<file path="config.mk">
export PLATFORM = sky130hd
export DESIGN_NAME = can_tx_mailbox
export DESIGN_NICKNAME = d
export VERILOG_FILES = /design/src/rtl/can_pkg.sv /design/src/rtl/can_frame_fifo.sv /design/src/rtl/can_tx_mailbox.sv
export SDC_FILE = /design/constraint.sdc
export NUM_CORES = 1
export LEC_CHECK = 0
export CAP_MARGIN = 20
export CORE_ASPECT_RATIO = 0.5
export CORE_MARGIN = 2
export CORE_UTILIZATION = 45
export CTS_BUF_LIST = sky130_fd_sc_hd__clkbuf_16
export DETAILED_ROUTE_END_ITERATION = 16
export PLACE_DENSITY = 0.77
export SLEW_MARGIN = 20
export SYNTH_ARGS = -nofsm -noshare
export SYNTH_HDL_FRONTEND = slang
export SYNTH_SLANG_ARGS = --single-unit
</file>
<file path="constraint.sdc">
create_clock -name wb_clk_i -period 12.7 [get_ports wb_clk_i]
set_input_delay 3.175 -clock wb_clk_i [delete_from_list [all_inputs] [get_ports wb_clk_i]]
set_output_delay 3.175 -clock wb_clk_i [all_outputs]
set_load 0.02 [all_outputs]
</file>
<file path="src/rtl/can_pkg.sv">
// Shared CAN transmit types: frame layout and mailbox FSM states.
// Frame fields are packed ID first so the 99-bit slot image is stable.
package can_pkg;

  localparam int CAN_ID_W    = 29;
  localparam int CAN_DLC_W   = 4;
  localparam int CAN_DATA_W  = 64;
  localparam int CAN_FRAME_W = 99;

  typedef struct packed {
    logic [CAN_ID_W-1:0]   ID;
    logic [CAN_DLC_W-1:0]  size;
    logic                  RTR;
    logic                  EXT;
    logic [CAN_DATA_W-1:0] data;
  } can_frame_t;

  typedef enum logic [1:0] {
    IDLE,
    READY,
    ACTIVE,
    WAIT
  } tx_mb_state_t;

endpackage

</file>
<file path="src/rtl/can_frame_fifo.sv">
// Circular frame buffer with whole-queue and keep-head flushes.
// Flushes are applied before the push/pop of the same cycle.
module can_frame_fifo
  import can_pkg::*;
#(
  parameter int DEPTH = 4,
  localparam int AW = $clog2(DEPTH)
) (
  input  logic                   i_clk,
  input  logic                   i_rst,
  input  logic                   i_push,
  input  logic                   i_pop,
  input  logic                   i_flush_all,
  input  logic                   i_flush_tail,
  input  logic [CAN_FRAME_W-1:0] i_frame,
  output logic [CAN_FRAME_W-1:0] o_head,
  output logic [AW:0]            o_count,
  output logic [AW:0]            o_count_n,
  output logic                   o_empty,
  output logic                   o_overflow
);

  logic [CAN_FRAME_W-1:0] r_mem [DEPTH];
  logic [AW-1:0]          r_rd;
  logic [AW-1:0]          r_wr;
  logic [AW-1:0]          w_wr_base;
  logic [AW:0]            r_cnt;
  logic [AW:0]            w_cnt_base;
  logic                   w_push;
  logic                   w_pop;

  always_comb begin
    w_wr_base  = r_wr;
    w_cnt_base = r_cnt;
    if (i_flush_all) begin
      w_wr_base  = r_rd;
      w_cnt_base = '0;
    end else if (i_flush_tail && (r_cnt != '0)) begin
      w_wr_base  = r_rd + AW'(1);
      w_cnt_base = (AW+1)'(1);
    end
    w_pop      = i_pop && (w_cnt_base != '0);
    // a simultaneous pop frees the slot a full-queue push needs
    w_push     = i_push &&
                 ((w_cnt_base != (AW+1)'(DEPTH)) || w_pop);
    o_overflow = i_push && !w_push;
    o_count_n  = w_cnt_base + (AW+1)'(w_push)
               - (AW+1)'(w_pop);
  end

  always_ff @(posedge i_clk) begin
    if (w_push) r_mem[w_wr_base] <= i_frame;
  end

  always_ff @(posedge i_clk or posedge i_rst) begin
    if (i_rst) begin
      r_rd  <= '0;
      r_wr  <= '0;
      r_cnt <= '0;
    end else begin
      r_rd  <= r_rd + AW'(w_pop);
      r_wr  <= w_wr_base + AW'(w_push);
      r_cnt <= o_count_n;
    end
  end

  assign o_head  = r_mem[r_rd];
  assign o_count = r_cnt;
  assign o_empty = (r_cnt == '0);

endmodule

</file>
<file path="src/rtl/can_tx_mailbox.sv">
// CAN transmit mailbox: in-order frame queue offered to the TX unit,
// with arbitration retry, drop after MAX_RETRY losses, and abort.
module can_tx_mailbox
  import can_pkg::*;
#(
  parameter int DEPTH     = 4,
  parameter int MAX_RETRY = 8
) (
  input  logic        wb_clk_i,
  input  logic        wb_rst_i,
  input  logic        push_i,
  input  logic [28:0] push_ID_i,
  input  logic [3:0]  push_size_i,
  input  logic        push_RTR_i,
  input  logic        push_EXT_i,
  input  logic [63:0] push_data_i,
  input  logic        abort_i,
  input  logic        tx_busy,
  input  logic        tx_done,
  input  logic        tx_arb_loss,
  output logic        tx_pkt_ready,
  output logic [28:0] tx_ID,
  output logic [3:0]  tx_pkt_size,
  output logic        tx_RTR,
  output logic        tx_EXT,
  output logic [63:0] tx_data,
  output logic [4:0]  occupancy,
  output logic        full,
  output logic        empty,
  output logic        push_overflow,
  output logic        sent,
  output logic        dropped
);

  localparam int AW = $clog2(DEPTH);

  tx_mb_state_t r_state;
  tx_mb_state_t w_state_n;
  can_frame_t   w_in;
  can_frame_t   w_head;
  can_frame_t   r_tx;
  logic [3:0]   r_retry;
  logic [3:0]   w_retry_n;
  logic [3:0]   w_inc;
  logic [AW:0]  w_count;
  logic [AW:0]  w_count_n;
  logic         w_empty;
  logic         w_ovf;
  logic         w_pop;
  logic         w_load;
  logic         w_flush_all;
  logic         w_flush_tail;
  logic         w_sent;
  logic         w_drop;
  logic         r_rdy;
  logic         r_sent;
  logic         r_drop;
  logic         r_ovf;
  logic         r_empty;

  assign w_in = {push_ID_i, push_size_i, push_RTR_i,
                 push_EXT_i, push_data_i};

  can_frame_fifo #(.DEPTH(DEPTH)) u_fifo (
    .i_clk        (wb_clk_i),
    .i_rst        (wb_rst_i),
    .i_push       (push_i),
    .i_pop        (w_pop),
    .i_flush_all  (w_flush_all),
    .i_flush_tail (w_flush_tail),
    .i_frame      (w_in),
    .o_head       (w_head),
    .o_count      (w_count),
    .o_count_n    (w_count_n),
    .o_empty      (w_empty),
    .o_overflow   (w_ovf)
  );

  assign w_inc = (r_retry == 4'hF) ? 4'hF : r_retry + 4'd1;

  always_comb begin
    w_state_n    = r_state;
    w_retry_n    = r_retry;
    w_load       = 1'b0;
    w_pop        = 1'b0;
    w_sent       = 1'b0;
    w_drop       = 1'b0;
    w_flush_all  = 1'b0;
    w_flush_tail = 1'b0;
    unique case (r_state)
      IDLE: begin
        if (abort_i) begin
          w_flush_all = 1'b1;
          w_retry_n   = '0;
        end else if (!w_empty) begin
          w_load    = 1'b1;
          w_state_n = READY;
        end
      end
      READY: begin
        if (abort_i) begin
          w_flush_all = 1'b1;
          w_retry_n   = '0;
          w_state_n   = IDLE;
        end else if (tx_busy) begin
          w_state_n = ACTIVE;
        end
      end
      ACTIVE: begin
        w_flush_tail = abort_i;
        if (tx_done) begin
          w_pop     = 1'b1;
          w_sent    = 1'b1;
          w_retry_n = '0;
          w_state_n = IDLE;
        end else if (tx_arb_loss) begin
          if ((MAX_RETRY != 0) && (int'(w_inc) == MAX_RETRY)) begin
            w_pop     = 1'b1;
            w_drop    = 1'b1;
            w_retry_n = '0;
            w_state_n = IDLE;
          end else begin
            w_retry_n = w_inc;
            w_state_n = WAIT;
          end
        end else if (!tx_busy) begin
          // error frame: retry without charging the retry budget
          w_state_n = WAIT;
        end
      end
      WAIT: begin
        w_flush_tail = abort_i;
        if (!tx_busy) w_state_n = READY;
      end
    endcase
  end

  always_ff @(posedge wb_clk_i or posedge wb_rst_i) begin
    if (wb_rst_i) begin
      r_state <= IDLE;
      r_retry <= '0;
      r_tx    <= '0;
      r_rdy   <= 1'b0;
      r_sent  <= 1'b0;
      r_drop  <= 1'b0;
      r_ovf   <= 1'b0;
      r_empty <= 1'b0;
    end else begin
      r_state <= w_state_n;
      r_retry <= w_retry_n;
      if (w_load) r_tx <= w_head;
      r_rdy   <= (w_state_n == READY);
      r_sent  <= w_sent;
      r_drop  <= w_drop;
      r_ovf   <= w_ovf;
      r_empty <= (w_count_n == '0);
    end
  end

  assign tx_pkt_ready  = r_rdy;
  assign tx_ID         = r_tx.ID;
  assign tx_pkt_size   = r_tx.size;
  assign tx_RTR        = r_tx.RTR;
  assign tx_EXT        = r_tx.EXT;
  assign tx_data       = r_tx.data;
  assign occupancy     = 5'(w_count);
  assign full          = (w_count == (AW+1)'(DEPTH));
  assign empty         = r_empty;
  assign push_overflow = r_ovf;
  assign sent          = r_sent;
  assign dropped       = r_drop;

endmodule

</file>
* Word-level counts from Yosys, hierarchy flattened
Memory sizes are Yosys's and may differ from the RTL's. A register that Yosys moved wholly into a read port is not among the register bits.
Index checks and enable logic that the tools add are counted.
** Cells by class
- Reductions and logical operators :: 15
- $add $sub $neg :: 6
- Mux-type cells :: 36
- Equal/unequal tests :: 10
** Operators by type and width (count)
- two-way mux 2 bit :: 11
- two-way mux 4 bit :: 5
- two-way mux 1 bit :: 16
- equality test 4 bit, second input constant :: 2
- case mux 2 bit (4 select lines) :: 1
- case mux 4 bit (2 select lines) :: 1
- logical NOT 3 bit :: 2
- two-way mux 3 bit :: 2
- inequality test 3 bit, second input constant :: 2
- nonzero test 3 bit :: 2
- adder 2 x 1 -> 2 bit :: 2
- adder 4 x 1 -> 4 bit, second input constant :: 1
- equality test 2 x 1 -> 1 bit, second input constant :: 2
- equality test 2 bit, second input constant :: 2
- logical AND 1 bit :: 4
- OR reduction 2 bit :: 2
- adder 3 x 1 -> 3 bit :: 1
- equality test 3 bit, second input constant :: 1
- AND reduction 3 bit :: 1
- subtractor 3 x 1 -> 3 bit :: 1
- adder 2 x 1 -> 2 bit, second input constant :: 1
- logical NOT 2 bit :: 1
- inequality test 2 x 1 -> 1 bit, second input constant :: 1
- nonzero test 2 bit :: 1
- 2 further kinds :: 2
** Storage, ports and cells
- Bits in registers :: 18
- Output and inout bits :: 110
- Memories :: 1
- Logic and storage cells :: 78
- Memory bits (writable) :: 396
- Bits of input ports :: 106
** Memory list
- u_fifo.r_mem :: words 4, width 99, read ports 1, clocked after Yosys merged registers in 1, wr ports 1, line can_frame_fifo.sv:23 : logic [CAN_FRAME_W-1:0] r_mem [DEPTH];

* Depth between registers and ports, before layout
Gate-level depths: netlist (run 1).
- Word-level depth :: 13
- Mapped depth :: 13
- Mapped depth without buffers :: 13

* By module
Synthesis (run 1) repeated with hierarchy kept, for this count alone.
** Second synthesis, totals
- Cell total of the unflattened synthesis :: 831
- Area total of the unflattened synthesis :: 19069.5 µm²
** By module, submodules not included
- can_frame_fifo :: seq. area each 12066.6 µm², area an instance 14765.4 µm², cells an instance 562, times used 1
- can_tx_mailbox :: seq. area each 2752.6 µm², area an instance 4304.1 µm², cells an instance 269, times used 1

* Worst setup path after synthesis (run 1)
No wires, ideal clock.
- Kind :: input port to flip-flop
- Start :: in abort_i
- End :: mem u_fifo.r_mem[2][0], enable pin
- Slack :: 0.914 ns
- Stages :: 6
- Library setup time :: 0.698 ns
- Arrival time :: 11.087 ns
- Buffers on the path :: 1
- Data required time :: 12.002 ns
- Path through :: buf_4 -> nand2b_1 -> nand3_1 -> o22ai_1 -> a21oi_2 -> nor3b_1
** Between the ends
- Cells in the longest elaborated chain, start to end :: 10
- Elaborated cells between the ends (all ways) :: 15
- Classes of those cells :: 1 x eq/ne; 9 x mux; 5 x reduce/logical
** Ends and longest elaborated chain
- from (decl) :: line can_tx_mailbox.sv:17 : input logic abort_i,
- two-way mux 1 bit :: line can_tx_mailbox.sv:90 : unique case (r_state)
- logical AND 1 bit :: line can_frame_fifo.sv:38 : end else if (i_flush_tail && (r_cnt != '0)) begin
- two-way mux 3 bit :: line can_frame_fifo.sv:38
- two-way mux 3 bit :: line can_frame_fifo.sv:35 : if (i_flush_all) begin
- nonzero test 3 bit :: line can_frame_fifo.sv:42 : w_pop = i_pop && (w_cnt_base != '0);
- logical AND 1 bit :: line can_frame_fifo.sv:42
- logical OR 1 bit :: line can_frame_fifo.sv:45 : ((w_cnt_base != (AW+1)'(DEPTH)) || w_pop);
- logical AND 1 bit :: line can_frame_fifo.sv:44 : w_push = i_push &&
- two-way mux 1 bit :: line can_frame_fifo.sv:52 : if (w_push) r_mem[w_wr_base] <= i_frame;
- two-way mux 1 bit (implied by the code) :: line can_frame_fifo.sv:52
- to (decl) :: line can_frame_fifo.sv:23
Parallel ways exist; a longest one is shown, timed or not.

* Worst setup path in the final report (run 1)
- Start :: in abort_i
- End :: mem u_fifo.r_mem[1][2], enable pin
The elaborated chain is that of the path after synthesis.

==> impl_metrics.ini, run 1 <==
[grt]
grt_pass1_wl_mm = 57.1
grt_overflow = 0
grt_max_degree = 67
grt_pass1_vias = 9358
track_usage_pct = 16.9
antenna_found_initial = 2

[logic_synthesis]
synth_area_mm2 = 0.0194
synth_edf_count = 396
yosys_warnings = 0
yosys.cell_types.count = 42
syn_area_per_cell_um2 = 23.2
synth_seq_cells = 513
yosysSeqAreaShare_pct = 76.4
syn_inst = 837
async_flop_share_pct = 22.8
synth_ff_type = edfxtp_1

[worst_setup_path]
crit_required_ns = 12.87
crit_chain = clkdlybuf4s50_1, nand2b_1, o21a_1, o22ai_1, a31oi_4, nor3b_4, buf_4, buf_4
worst-setup-path-type = primary input to register
worstPathMaxFanout = 64
worstPathArrival_ns = 6.31
start_kind = primary input
slowest_delay_ns = 0.85
end_kind = register
crit_buf_inv = 3
slowest_stage = buf_4
cpMostUsedCell = buf_4
cp-startpoint = abort_i
crit_family = buffers and inverters
reg2reg_from = r_retry[0]

[clocking]
insertion_delay_ns = 0.56
path_clk_slew_ns = 0.06
cts_resized = 0
post_cts_buffers = 0
cts_tree = built
cts_buffer_depth = 3
htreeDepth = 2
cts.sinks = 513
cts_buffers = 46
ctsHoldBuffers = 0
root_buffer = clkbuf_16

[drt]
drtIter0Drc = 543
antenna_left = 0
drt-pass1-iter-count = 6
drt_wl_total_mm = 38.0
vias = 8785
drc = 0
viasPerCell = 5.21
routedWlPerCell_um = 22.5

[cells_and_area]
syn_to_final_growth_pct = 21.3
fill_cells = 3039
fin_util_pct = 55.7
nets = 1184
layoutNonFillerInstCount = 1687
drive_gt1_share_pct = 25.9

[floorplanning]
die_area_mm2 = 0.0449
die_x_um = 298
die_height_um = 151
num_io_pins = 216
start_util_pct = 45.9
rows = 53
core_area_mm2 = 0.0422

[timing]
fmax_mhz = 163
worstMarginPinSlew_ns = 1.10
finalMaxSlewViolations = 0
relSlewSlack_pct = 26.4
fin_tns_setup_ns = 0
finalHoldViolations = 0
min_period_over_period_pct = 48.3
setup_viol = 0
rsz0062_at_grt = no
clock_skew_ns = 0.0193
whs_ns = 0.511
fin_crit_ns = 6.14

[outcome]
status = finished clean

[power]
finalPower_w = 0.00573
irDropWorstVdd_mv = 0.133
leakagePower_nw = 8.40
p_per_area_mw_per_mm2 = 244

[place]
dp.cells = 1601
io_buffers = 213
place_congestion = 0.749
post-dp-hpwl_mm = 22.6

[min_path]
hold_path.class = register to register
min_from = tx_ID[3]

[job]
drv_cap = 0
==> path summary, 6_finish.rpt <==
kind / to / slack (ns) / cells after the start
max reg2reg: u_fifo.r_mem[3][18] / 8.90 / 7
min: tx_ID[3] / 0.51 / 1
min reg2reg: tx_ID[3] / 0.51 / 1
max: u_fifo.r_mem[1][2] / 6.56 / 8
max in group asynchronous: tx_data[26] / 8.17 / 3
min in group asynchronous: tx_ID[14] / 3.09 / 2
==> metrics by stage <==
step	area (um^2)	setup WS (ns)
finish	23500	6.56
global route	23500	6.41
CTS	23500	6.59
detailed placement	22100	6.02
global placement	22100	6.11
floorplan	19400	0.914
==> layout make-up <==
type                            instances  area [um^2]  area share (%)
Antenna cell                            2         5.00          0.0213
Clock buffer                           49         1230            5.22
Clock inverter                         35          176           0.750
Inverter                                9         36.3           0.154
Multi-Input combinational cell        277         4300            18.3
Sequential cell                       513        14800            63.1
Tap cell                              577          722            3.07
Timing Repair Buffer                  225         2220            9.45
==> flip-flops by register name, summed over array words and instances (netlist names) <==
register	cells
tx_pkt_size	4
u_fifo.r_rd	2
tx_ID	29
tx_data	64
u_fifo.r_mem	396
empty	1
tx_EXT	1
r_retry	4
dropped	1
tx_RTR	1
push_overflow	1
u_fifo.o_count	3
u_fifo.r_wr	2
sent	1
tx_pkt_ready	1
r_state	2
==> Yosys cell counts (2+ instances only) <==
library cell | n | area share [%]
mux2_2 | 2 | 0.12
and3_1 | 2 | 0.065
inv_1 | 9 | 0.17
nor3b_1 | 3 | 0.12
dfrtp_1 | 117 | 15
o21a_1 | 3 | 0.12
o22ai_1 | 2 | 0.065
nor2b_1 | 3 | 0.097
nor3_1 | 3 | 0.077
nand2_1 | 4 | 0.077
mux4_2 | 99 | 12
a21oi_1 | 7 | 0.18
o21ai_0 | 6 | 0.15
buf_4 | 3 | 0.12
and3b_1 | 2 | 0.090
buf_2 | 13 | 0.34
nor2_1 | 8 | 0.15
xor2_1 | 3 | 0.14
a21oi_2 | 2 | 0.090
edfxtp_1 | 396 | 61
nand2b_1 | 3 | 0.097
mux2_4 | 99 | 7.7
nand3_1 | 4 | 0.10
buf_6 | 12 | 0.70
clkbuf_1 | 11 | 0.21
ha_1 | 5 | 0.32
==> cells by family after synthesis <==
group | share of synthesized area [%]
DFF | 76.4
muxes | 19.3
buffers and inverters | 1.54
and+or+nand+nor | 1.23
AOI/OAI and AO/OA | 0.871
adders and majority gates | 0.426
xor gates and xnor gates | 0.181
other | 0.0193
==> cells in the final DEF (no fill, tap or decap), types with 2 or more instances in the layout <==
master           netlist  layout
o22ai_1                2       2
nand2_1                4       4
edfxtp_1             396     396
mux2_4                99      99
inv_1                  9      18
and3_1                 2       2
dfrtp_4                0       2
nor3b_1                3       2
a21oi_1                7       7
clkinvlp_4             0       2
nor2b_1                3       3
ha_1                   5       5
clkdlybuf4s50_1        0     213
diode_2                0       2
dfrtp_1              117     115
o21ai_0                6       6
buf_4                  3      12
nor3_1                 3       2
clkinv_1               0      13
nand2b_1               3       3
a21oi_2                2       2
clkbuf_16              0      49
clkinv_2               0       9
nand3_1                4       4
mux2_2                 2       2
mux4_2                99      99
xor2_1                 3       3
conb_1                 1       2
nor2_1                 8       8
o21a_1                 3       3
==> per-layer routing <==
metal  vias to the layer above  part of all wire, %  GRT usage [%]
met5                         -                    0              0
met4                         0                  2.4           5.68
met3                        57                  3.7           2.91
met2                       175                   56           31.5
met1                      4688                   38           19.9
li1                       3865                    -              -
==> report_power, final <==
part,internal (W),leakage (nW),switching (W)
registers,0.00229,5.03,0.000233
logic,0.00103,2.64,0.000879
clock network,0.000713,0.727,0.000579
total,0.00404,8.40,0.00169
No activity file was read; power rests on OpenSTA's default activity.
==> run 2, diff against run 1 <==
--- a/config.mk
+++ b/config.mk
@@ -11,7 +11,7 @@
 export CORE_UTILIZATION = 45
 export CTS_BUF_LIST = sky130_fd_sc_hd__clkbuf_16
 export DETAILED_ROUTE_END_ITERATION = 16
-export PLACE_DENSITY = 0.77
+export PLACE_DENSITY = 0.8
 export SLEW_MARGIN = 20
 export SYNTH_ARGS = -nofsm -noshare
 export SYNTH_HDL_FRONTEND = slang
==> constraint.sdc (replaced) <==
create_clock -name wb_clk_i -period 5 [get_ports wb_clk_i]
set_input_delay 1.25 -clock wb_clk_i [delete_from_list [all_inputs] [get_ports wb_clk_i]]
set_output_delay 1.25 -clock wb_clk_i [all_outputs]
set_load 0.02 [all_outputs]
==> run 2 against run 1 <==
Effect of this change:
- via count rose by 1.3%
- first-iteration DRC count is 19% higher
- critical path depth is 4 higher
- sequential power grew to 2.5 times the previous value
- register-to-register slack worse by 7.2 ns
- sequential share of layout area fell by 0.35 points
- largest cell class unchanged
- largest power group unchanged
- highest routed layer unchanged
==> impl_metrics.ini, run 2 (synthesis results as in run 1) <==
[timing]
fin_tns_setup_ns = 0
relSlewSlack_pct = 29.5
clock_skew_ns = 0.0121
worstMarginPinSlew_ns = 1.06
fin_crit_ns = 3.57
setup_viol = 0
min_period_over_period_pct = 71.4
fmax_mhz = 280
finalHoldViolations = 0
finalMaxSlewViolations = 0
rsz0062_at_grt = no
whs_ns = 0.513
finalWorstSetupSlack_ns = 1.43

[worst_setup_path]
worst-setup-path-type = primary input to register
crit_family = adder cells
crit_required_ns = 5.43
slowest_delay_ns = 0.52
worstPathMaxFanout = 4
crit_chain = clkdlybuf4s50_1, o21ai_0, nor3b_1, o21ai_0, nor2_1, ha_1, inv_1, ha_1, inv_1, fa_1, xor2_1, nor3_1
end_kind = register
slowest_stage = clkdlybuf4s50_1
crit_buf_inv = 3
start_kind = primary input
worstPathArrival_ns = 4.00

[place]
dp_worst_setup_slack_ns = 0.922
place_congestion = 0.825
post-dp-hpwl_mm = 22.6
io_buffers = 213

[clocking]
cts_buffers = 46
cts_buffer_depth = 3
insertion_delay_ns = 0.55
cts_resized = 0
path_clk_slew_ns = 0.06
ctsHoldBuffers = 0
cts.sinks = 513
htreeDepth = 2
root_buffer = clkbuf_16
post_cts_buffers = 0
cts_tree = built

[cells_and_area]
largest_reg_flops = 396
syn_to_final_growth_pct = 22.0
drive_gt1_share_pct = 26.3
regMostFlops = u_fifo.r_mem
final_common_cell = edfxtp_1
layout_common_cells = edfxtp_1, clkdlybuf4s50_1, dfrtp_1, mux4_2, mux2_4
nets = 1185

[floorplanning]
core_area_mm2 = 0.0422
die_height_um = 151
rows = 53
die_x_um = 298
num_io_pins = 216
start_util_pct = 45.9
die_area_mm2 = 0.0449

[grt]
grt_overflow = 0
grt_max_degree = 100
grt_pass1_vias = 9578
antenna_found_initial = 5
grt_pass1_wl_mm = 58.4
track_usage_pct = 17.2

[drt]
drt_wl_total_mm = 38.7
vias = 8903
viasPerCell = 5.26
drc = 0
drtIter0Drc = 648
routedWlPerCell_um = 22.8
drt-pass1-iter-count = 5
antenna_left = 0

[power]
irDropWorstVdd_mv = 0.336
leakagePower_nw = 8.45
p_per_area_mw_per_mm2 = 620
finalPower_w = 0.0147

[outcome]
status = finished clean

[job]
drv_cap = 0

[min_path]
hold_path.class = register to register
run 2: cell count changes in the layout (fill, tap and decap cells not counted), sizes merged:
cell / delta
buf: +1
bufinv: +1
clkbuf: -2
clkinv: +1
clkinvlp: -1
diode: +3
inv: +2
run 2: final timing paths:
| check | from | to | slack (ns) | cells after the start |
|---|---|---|---|---|
| worst min-delay path | tx_data[27] | tx_data[27] | 0.51 | 1 |
| worst min register to register | tx_data[27] | tx_data[27] | 0.51 | 1 |
| min in group asynchronous | wb_rst_i | u_fifo.o_count[1] | 1.21 | 2 |
| worst max register to register | r_retry[0] | empty | 1.66 | 13 |
| max in group asynchronous | wb_rst_i | tx_data[25] | 2.93 | 3 |
| worst max-delay path | tx_arb_loss | empty | 1.43 | 12 |
run 2: final cells by class:
| cell class | count | area, um^2 |
|---|---|---|
| fillers | 2999 | 18600 |
| flip-flops and latches | 513 | 14800 |
| multi-input cells | 277 | 4320 |
| repair buffers | 226 | 2320 |
| clock buffers | 47 | 1180 |
| well taps | 577 | 722 |
| clock inverters | 38 | 231 |
| inverters | 9 | 36.3 |
| diodes | 5 | 12.5 |
run 2: where the power goes:
part	total [W]	switching [W]	internal, W
logic	0.00495	0.00229	0.00266
clock network	0.00329	0.00148	0.00181
registers	0.00641	0.000593	0.00582
total	0.0147	0.00436	0.0103
run 2: metrics by stage:
stage / std cells / area, um^2 / utilization (%)
6_report: 1692 / 23600 / 56.0
2_1_floorplan: 838 / 19400 / -
3_5_place_dp: 1602 / 22200 / 52.6
3_3_place_gp: 1602 / 22200 / 52.6
5_1_grt: 1692 / 23600 / 56.0
4_1_cts: 1687 / 23600 / 55.9
run 2: worst register-to-register path: stages (launching register included):
cell and delay (ns):
dfrtp_1 0.42, ha_1 0.27, and3b_1 0.23, o211ai_1 0.15
nor3b_1 0.44, o21ai_0 0.23, nor2_1 0.22, ha_1 0.26
inv_1 0.05, ha_1 0.13, inv_1 0.06, fa_1 0.45
xor2_1 0.26, nor3_1 0.08
run 2: layer usage:
| metal | GRT usage [%] | vias to the layer above | share of wire (%) |
|---|---|---|---|
| li1 | - | 3874 | - |
| met1 | 20.1 | 4756 | 38 |
| met2 | 31.8 | 187 | 55 |
| met3 | 2.67 | 86 | 3.0 |
| met4 | 7.42 | 0 | 3.6 |
| met5 | 0 | - | 0 |
